==> config.mk <==
export PLATFORM = sky130hd
export DESIGN_NAME = spi_arbiter
export DESIGN_NICKNAME = d
export VERILOG_FILES = /design/src/rtl/spi_arbiter.sv
export SDC_FILE = /design/constraint.sdc
export NUM_CORES = 1
export LEC_CHECK = 0
export ABC_AREA = 1
export BUFFER_PORTS_ARGS = -buffer_cell sky130_fd_sc_hd__clkbuf_2
export CAP_MARGIN = 5
export CORE_MARGIN = 4
export CORE_UTILIZATION = 40
export DETAILED_ROUTE_END_ITERATION = 8
export PLACE_DENSITY = 0.72
export REMOVE_ABC_BUFFERS = 1
export SYNTH_ARGS = -nofsm -noshare
export SYNTH_HDL_FRONTEND = slang
export SYNTH_SLANG_ARGS = --single-unit
==> constraint.sdc <==
create_clock -name clk_in -period 3.2 [get_ports clk_in]
set_input_delay 0.64 -clock clk_in [delete_from_list [all_inputs] [get_ports clk_in]]
set_output_delay 0.64 -clock clk_in [all_outputs]
set_load 0.01 [all_outputs]
==> src/rtl/spi_arbiter.sv <==
// spi_arbiter -- round-robin arbiter sharing one SPI master among REQUESTERS
// clients. A winner's frame and chip-select index are latched and handed to
// the master with a send strobe. The arbiter then waits for the master to
// go busy (ready low) and then idle again (ready high). At that point the
// received frame is captured and the winner gets a one-cycle done pulse.
// If the master never starts within TIMEOUT cycles, the transfer is dropped
// and a timeout pulse is issued.
//
// Ports:
//   clk_in, reset_in      clock, synchronous active-high reset
//   req_in                per-requester level request
//   data_in / cs_in       packed per-requester TX frame / chip-select index
//   r_grant_out           one-hot grant, held START..DONE
//   r_done_out            one-cycle completion pulse to the owner
//   r_timeout_out         one-cycle pulse when the master never started
//   r_data_out            last received frame
//   r_spi_data_out/_cs_out/_send_out   request to the SPI master
//   spi_ready_in, spi_data_in          master idle flag / receive frame
module spi_arbiter #(
  parameter int REQUESTERS = 4,
  parameter int SIZE       = 40,
  parameter int CS_WIDTH   = 4,
  parameter int TIMEOUT    = 64
) (
  input  logic                           clk_in,
  input  logic                           reset_in,
  input  logic [REQUESTERS-1:0]          req_in,
  input  logic [REQUESTERS*SIZE-1:0]     data_in,
  input  logic [REQUESTERS*CS_WIDTH-1:0] cs_in,
  output logic [REQUESTERS-1:0]          r_grant_out,
  output logic [REQUESTERS-1:0]          r_done_out,
  output logic                           r_timeout_out,
  output logic [SIZE-1:0]                r_data_out,
  output logic [SIZE-1:0]                r_spi_data_out,
  output logic [CS_WIDTH-1:0]            r_spi_cs_out,
  output logic                           r_spi_send_out,
  input  logic                           spi_ready_in,
  input  logic [SIZE-1:0]                spi_data_in
);

  localparam int IDX_W = (REQUESTERS > 1) ? $clog2(REQUESTERS) : 1;
  localparam int CNT_W = (TIMEOUT > 1) ? $clog2(TIMEOUT) : 1;
  localparam logic [REQUESTERS-1:0] ONE = REQUESTERS'(1);

  typedef enum logic [1:0] {IDLE, START, BUSY, DONE} state_t;

  state_t                  state_q;
  logic [IDX_W-1:0]        last_q, cur_q, win_d;
  logic [CNT_W-1:0]        cnt_q;
  logic [REQUESTERS-1:0]   grant_q, done_q;
  logic                    timeout_q, send_q;
  logic [SIZE-1:0]         rdata_q, sdata_q;
  logic [CS_WIDTH-1:0]     cs_q;

  // Unpacked views of the flat per-requester buses
  logic [REQUESTERS-1:0][SIZE-1:0]     data_arr;
  logic [REQUESTERS-1:0][CS_WIDTH-1:0] cs_arr;

  for (genvar g = 0; g < REQUESTERS; g++) begin : g_slice
    assign data_arr[g] = data_in[g*SIZE +: SIZE];
    assign cs_arr[g]   = cs_in[g*CS_WIDTH +: CS_WIDTH];
  end

  // Round-robin pick: scan last+1 .. last+REQUESTERS (mod REQUESTERS), so
  // the previous owner is examined last and has the lowest priority.
  always_comb begin
    logic             found;
    int               j;
    logic [IDX_W-1:0] jj;
    found = 1'b0;
    j     = 0;
    jj    = '0;
    win_d = last_q;
    for (int i = 1; i <= REQUESTERS; i++) begin
      j  = (int'(last_q) + i) % REQUESTERS;
      jj = IDX_W'(j);
      if (!found && req_in[jj]) begin
        found = 1'b1;
        win_d = jj;
      end
    end
  end

  always_ff @(posedge clk_in) begin
    if (reset_in) begin
      state_q   <= IDLE;
      last_q    <= IDX_W'(REQUESTERS - 1);
      cur_q     <= '0;
      cnt_q     <= '0;
      grant_q   <= '0;
      done_q    <= '0;
      timeout_q <= 1'b0;
      send_q    <= 1'b0;
      rdata_q   <= '0;
      sdata_q   <= '0;
      cs_q      <= '0;
    end else begin
      // Pulses default low; only the transitions below raise them
      done_q    <= '0;
      timeout_q <= 1'b0;
      case (state_q)
        IDLE: begin
          if (|req_in && spi_ready_in) begin
            state_q <= START;
            cur_q   <= win_d;
            grant_q <= ONE << win_d;
            send_q  <= 1'b1;
            sdata_q <= data_arr[win_d];
            cs_q    <= cs_arr[win_d];
            cnt_q   <= '0;
          end
        end
        START: begin
          if (!spi_ready_in) begin
            state_q <= BUSY;
            send_q  <= 1'b0;
            cnt_q   <= '0;
          end else if (cnt_q == CNT_W'(TIMEOUT - 1)) begin
            // Master never picked up the frame: abandon, rotate past owner
            state_q   <= IDLE;
            send_q    <= 1'b0;
            grant_q   <= '0;
            timeout_q <= 1'b1;
            last_q    <= cur_q;
          end else begin
            cnt_q <= cnt_q + 1'b1;
          end
        end
        BUSY: begin
          if (spi_ready_in) begin
            state_q <= DONE;
            rdata_q <= spi_data_in;
            done_q  <= grant_q;
          end
        end
        DONE: begin
          state_q <= IDLE;
          grant_q <= '0;
          last_q  <= cur_q;
        end
        default: state_q <= IDLE;
      endcase
    end
  end

  assign r_grant_out    = grant_q;
  assign r_done_out     = done_q;
  assign r_timeout_out  = timeout_q;
  assign r_data_out     = rdata_q;
  assign r_spi_data_out = sdata_q;
  assign r_spi_cs_out   = cs_q;
  assign r_spi_send_out = send_q;

endmodule

==> key figures <==
Run status
  • Status: completed

Run
  • MaxCap Viol Count: 0

Layout
  • Nets: 1480
  • Syn-to-layout area delta: 31.0%
  • Layout cell share with drive strength beyond 1: between 30% and 40%
  • Fillcell total: about 1600
  • Finished Layout Cells: between 1000 and 1500
  • Storage cell area: around 2100 um^2
  • N_diodes: 0
  • Footprint of the multi-input gates: ~3300 um^2
  • Finished Cell Area: between 8000 and 9000 um^2

Logic synthesis
  • Synth cell types: 29
  • Ys async rst share: 0%
  • Area leader, netlist: dfxtp_1
  • Dominant cells by area after synthesis: dfxtp_1 (34%), nand2_1 (16%), nand3_1 (13%)
  • Mapped cell area: 6170 um^2
  • Most frequent cell after synthesis: nand2_1
  • Syn_area_per_cell: roughly 6.3 um^2
  • Top_reg_cell synth: dfxtp_1
  • Yosys top cell area share: ~34%
  • Sequential area share after synthesis: between 30% and 40%
  • Synth Warn #: 0
  • Mapped Cells: about 970
  • EDFF count, synth: 0
  • Post-synth top cells: nand2_1 (268), nand3_1 (164), inv_1 (111)
  • Yosys reg bits: approximately 110

Place
  • Placement-stage cell area: just under 8000 um^2
  • Placed cell count: 1428
  • Port bufs: 316
  • Post-DP HPWL: about 15000 um
  • Placer Congestion: roughly 0.94

Die
  • Row Count: 45
  • Die H: ~130 um
  • Die area: approximately 17000 um^2
  • CORE AREA: roughly 15000 um^2
  • Die W: around 130 um
  • # IOs: 317
  • Starting Density: about two fifths

GRT
  • GRT overflow: 0
  • Gr usage total: between 20% and 30%
  • Largest net degree at the start of global routing: 56
  • Initial antenna violation count: 0
  • Vias in the first global route: approximately 6600
  • Global-route wire length before repair: between 30000 and 40000 um

Drt
  • Initial drt markers: 480
  • Wirelength per Cell: 14.3 um
  • Pre-antenna DRT Iters: 5
  • Via-to-Cell Ratio: 4.90
  • Vias: ~7100
  • Post-route ant nets: 0
  • # DRC: 0
  • Total wire length: between 20000 and 25000 um

Worst setup path
  • Worst EP arrival: approximately 2.9 ns
  • Slowest stage delay, CP: between 0.6 and 0.7 ns
  • Worst Path Max Fanout: between 40 and 50
  • Crit Path Category: flip-flop to flip-flop
  • Family with the most delay on the worst path: simple AND/OR/NAND/NOR gates
  • CP Capture Type: flip-flop
  • CP startpoint kind: flip-flop
  • Top cell by count, worst path: nand2_1
  • Worst Path Buf+Inv: 1
  • Critical Path RT: roughly 3.5 ns
  • CP max-delay cell: dfxtp_1
  • Cells along the critical path: inv_8 -> nand2_1 -> nand2_1 -> nand2_1 -> nand2_2 -> nand2_4 -> nand3_4 -> nand2_8 -> nand2_1 -> nand3_1 -> nand3_1 -> a21oi_1

CTS
  • Clock slew at reported path FFs: ~0.070 ns
  • Root Driver: clkbuf_16
  • TritonCTS clock tree: yes
  • Post-CTS setup buffers: 0
  • CTS Hold Bufs: 0
  • Htree depth: 3
  • Maximum buffer depth of the clock tree: 2
  • Clock Latency Late Sink: 0.35 ns
  • CTS-repair resized insts: 0
  • CTS Buf Count: 9
  • TritonCTS Sinks: roughly 110

Power and ir drop
  • Leakage power total: between 4 and 5 nW
  • Total power: around 3.6 mW
  • Sw power: roughly 1.1 mW
  • PwrDens: 444 nW/um^2
  • Sw frac: 31.4%
  • Share of total power in the clock network: between 30% and 40%
  • VDD IR-drop max: approximately 0.00027 V
  • Reg power frac: between 40% and 50%
  • Combinational fraction of design power: a little over a quarter
  • Internal: 2.46 mW

Timing
  • Clock period minus final worst setup slack: about 2.6 ns
  • Skew final: between 0.004 and 0.005 ns
  • Crit share post-route: slightly above 80%
  • Endpoints failing setup: 0
  • Hold Vio Cnt, Final: 0
  • Slew Limit Fails: 0
  • Worst-Margin Slew: 0.625 ns
  • Fmax: about 0.38 GHz
  • TNS Setup: 0 ns
  • RSZ-0062 raised after global routing: no
  • Max-slew headroom: a little under 60%

Min path
  • HP Class: flip-flop to flip-flop
-- per-layer routing --
metal  global-route usage [%]  share of wire, %
met1                     27.2                41
met2                     40.3                50
met3                     4.24               6.2
met4                     8.55               2.9
met5                        0                 0
-- cell type report --
type / instances / share of cell area (%)
clock inverter: 7 / 1.13
clock buffer: 9 / 2.79
multi-input combinational: 693 / 40.7
timing repair buffer: 328 / 20.8
sequential: 106 / 26.3
tap: 188 / 2.91
inverter: 113 / 5.40
-- registers in the layout, indices dropped and copies added (netlist names), named ones only --
name	cells
r_spi_cs_out	4
r_timeout_out	1
cnt_q	6
r_spi_data_out	40
r_data_out	40
r_done_out	4
state_q	1
last_q	2
cur_q	2
r_grant_out	4
r_spi_send_out	1
-- placed cells by master (no fill, tap or decap) --
master and count:
o21ai_0 49, nand3_4 2, nand4_1 2, clkinvlp_4 1, o211ai_1 2, ha_1 6, nand2_2 10, nor3_1 2
nand2_4 6, inv_1 110, nor2_1 98, inv_6 2, bufinv_16 2, dfxtp_1 106, inv_8 1, nand2_8 1
buf_12 1, clkbuf_16 9, and3_1 1, nand3_2 22, xnor2_1 1, clkinv_1 1, clkbuf_2 316, nand3_1 163
clkinv_2 3, nand2_1 267, a21oi_1 55, a211oi_1 3, a31oi_1 1, o21ai_2 1, buf_4 11, o211a_1 1
-- path summary, 6_finish.rpt --
kind,from,endpoint,slack (ns),cells after the start
hold reg to reg,r_grant_out[1]$_SDFFE_PP0P_,r_done_out[1]$_SDFF_PP0_,0.45,2
hold / removal,r_grant_out[1]$_SDFFE_PP0P_,r_done_out[1]$_SDFF_PP0_,0.45,2
setup reg to reg,last_q[0]$_SDFFE_PP1P_,r_spi_data_out[7]$_SDFFE_PP0P_,0.60,12
setup / recovery,last_q[0]$_SDFFE_PP1P_,r_spi_data_out[7]$_SDFFE_PP0P_,0.60,12
-- logic make-up after synthesis --
kind of cell,share of synthesized area [%]
AOI/OAI and AO/OA,9.45
xor gates and xnor gates,0.142
adders and majority gates,1.22
buffers and inverters,12.4
DFF,34.4
and+or+nand+nor,42.4
-- metrics by stage --
step	setup WS (ns)	hold slack (ns)	util [%]
after global placement	0.649	0.436	51.3
after detailed placement	0.583	0.442	51.3
after CTS	0.568	0.456	53.4
after floorplan	0.186	0.437	-
after global routing	0.326	0.470	53.4
final	0.596	0.451	53.4
-- tightest hold or removal path: cells and delay by family, from the launching register on --
| kind | cells | cell delay, ns |
|---|---|---|
| buffers and inverters | 1 | 0.05 |
| AND/OR/NAND/NOR | 1 | 0.03 |
| flip-flops | 1 | 0.33 |
-- power groups by stage --
stage | logic [mW] | clock network [mW] | registers [mW]
finish | 0.952 | 1.18 | 1.46
global placement | 0.943 | 0 | 1.49
floorplan | 0.517 | 0 | 1.52
detailed placement | 0.953 | 0 | 1.49
global route | 1.07 | 1.26 | 1.47
CTS | 0.956 | 1.22 | 1.46
Note: power is estimated with default switching activity, not from simulation.
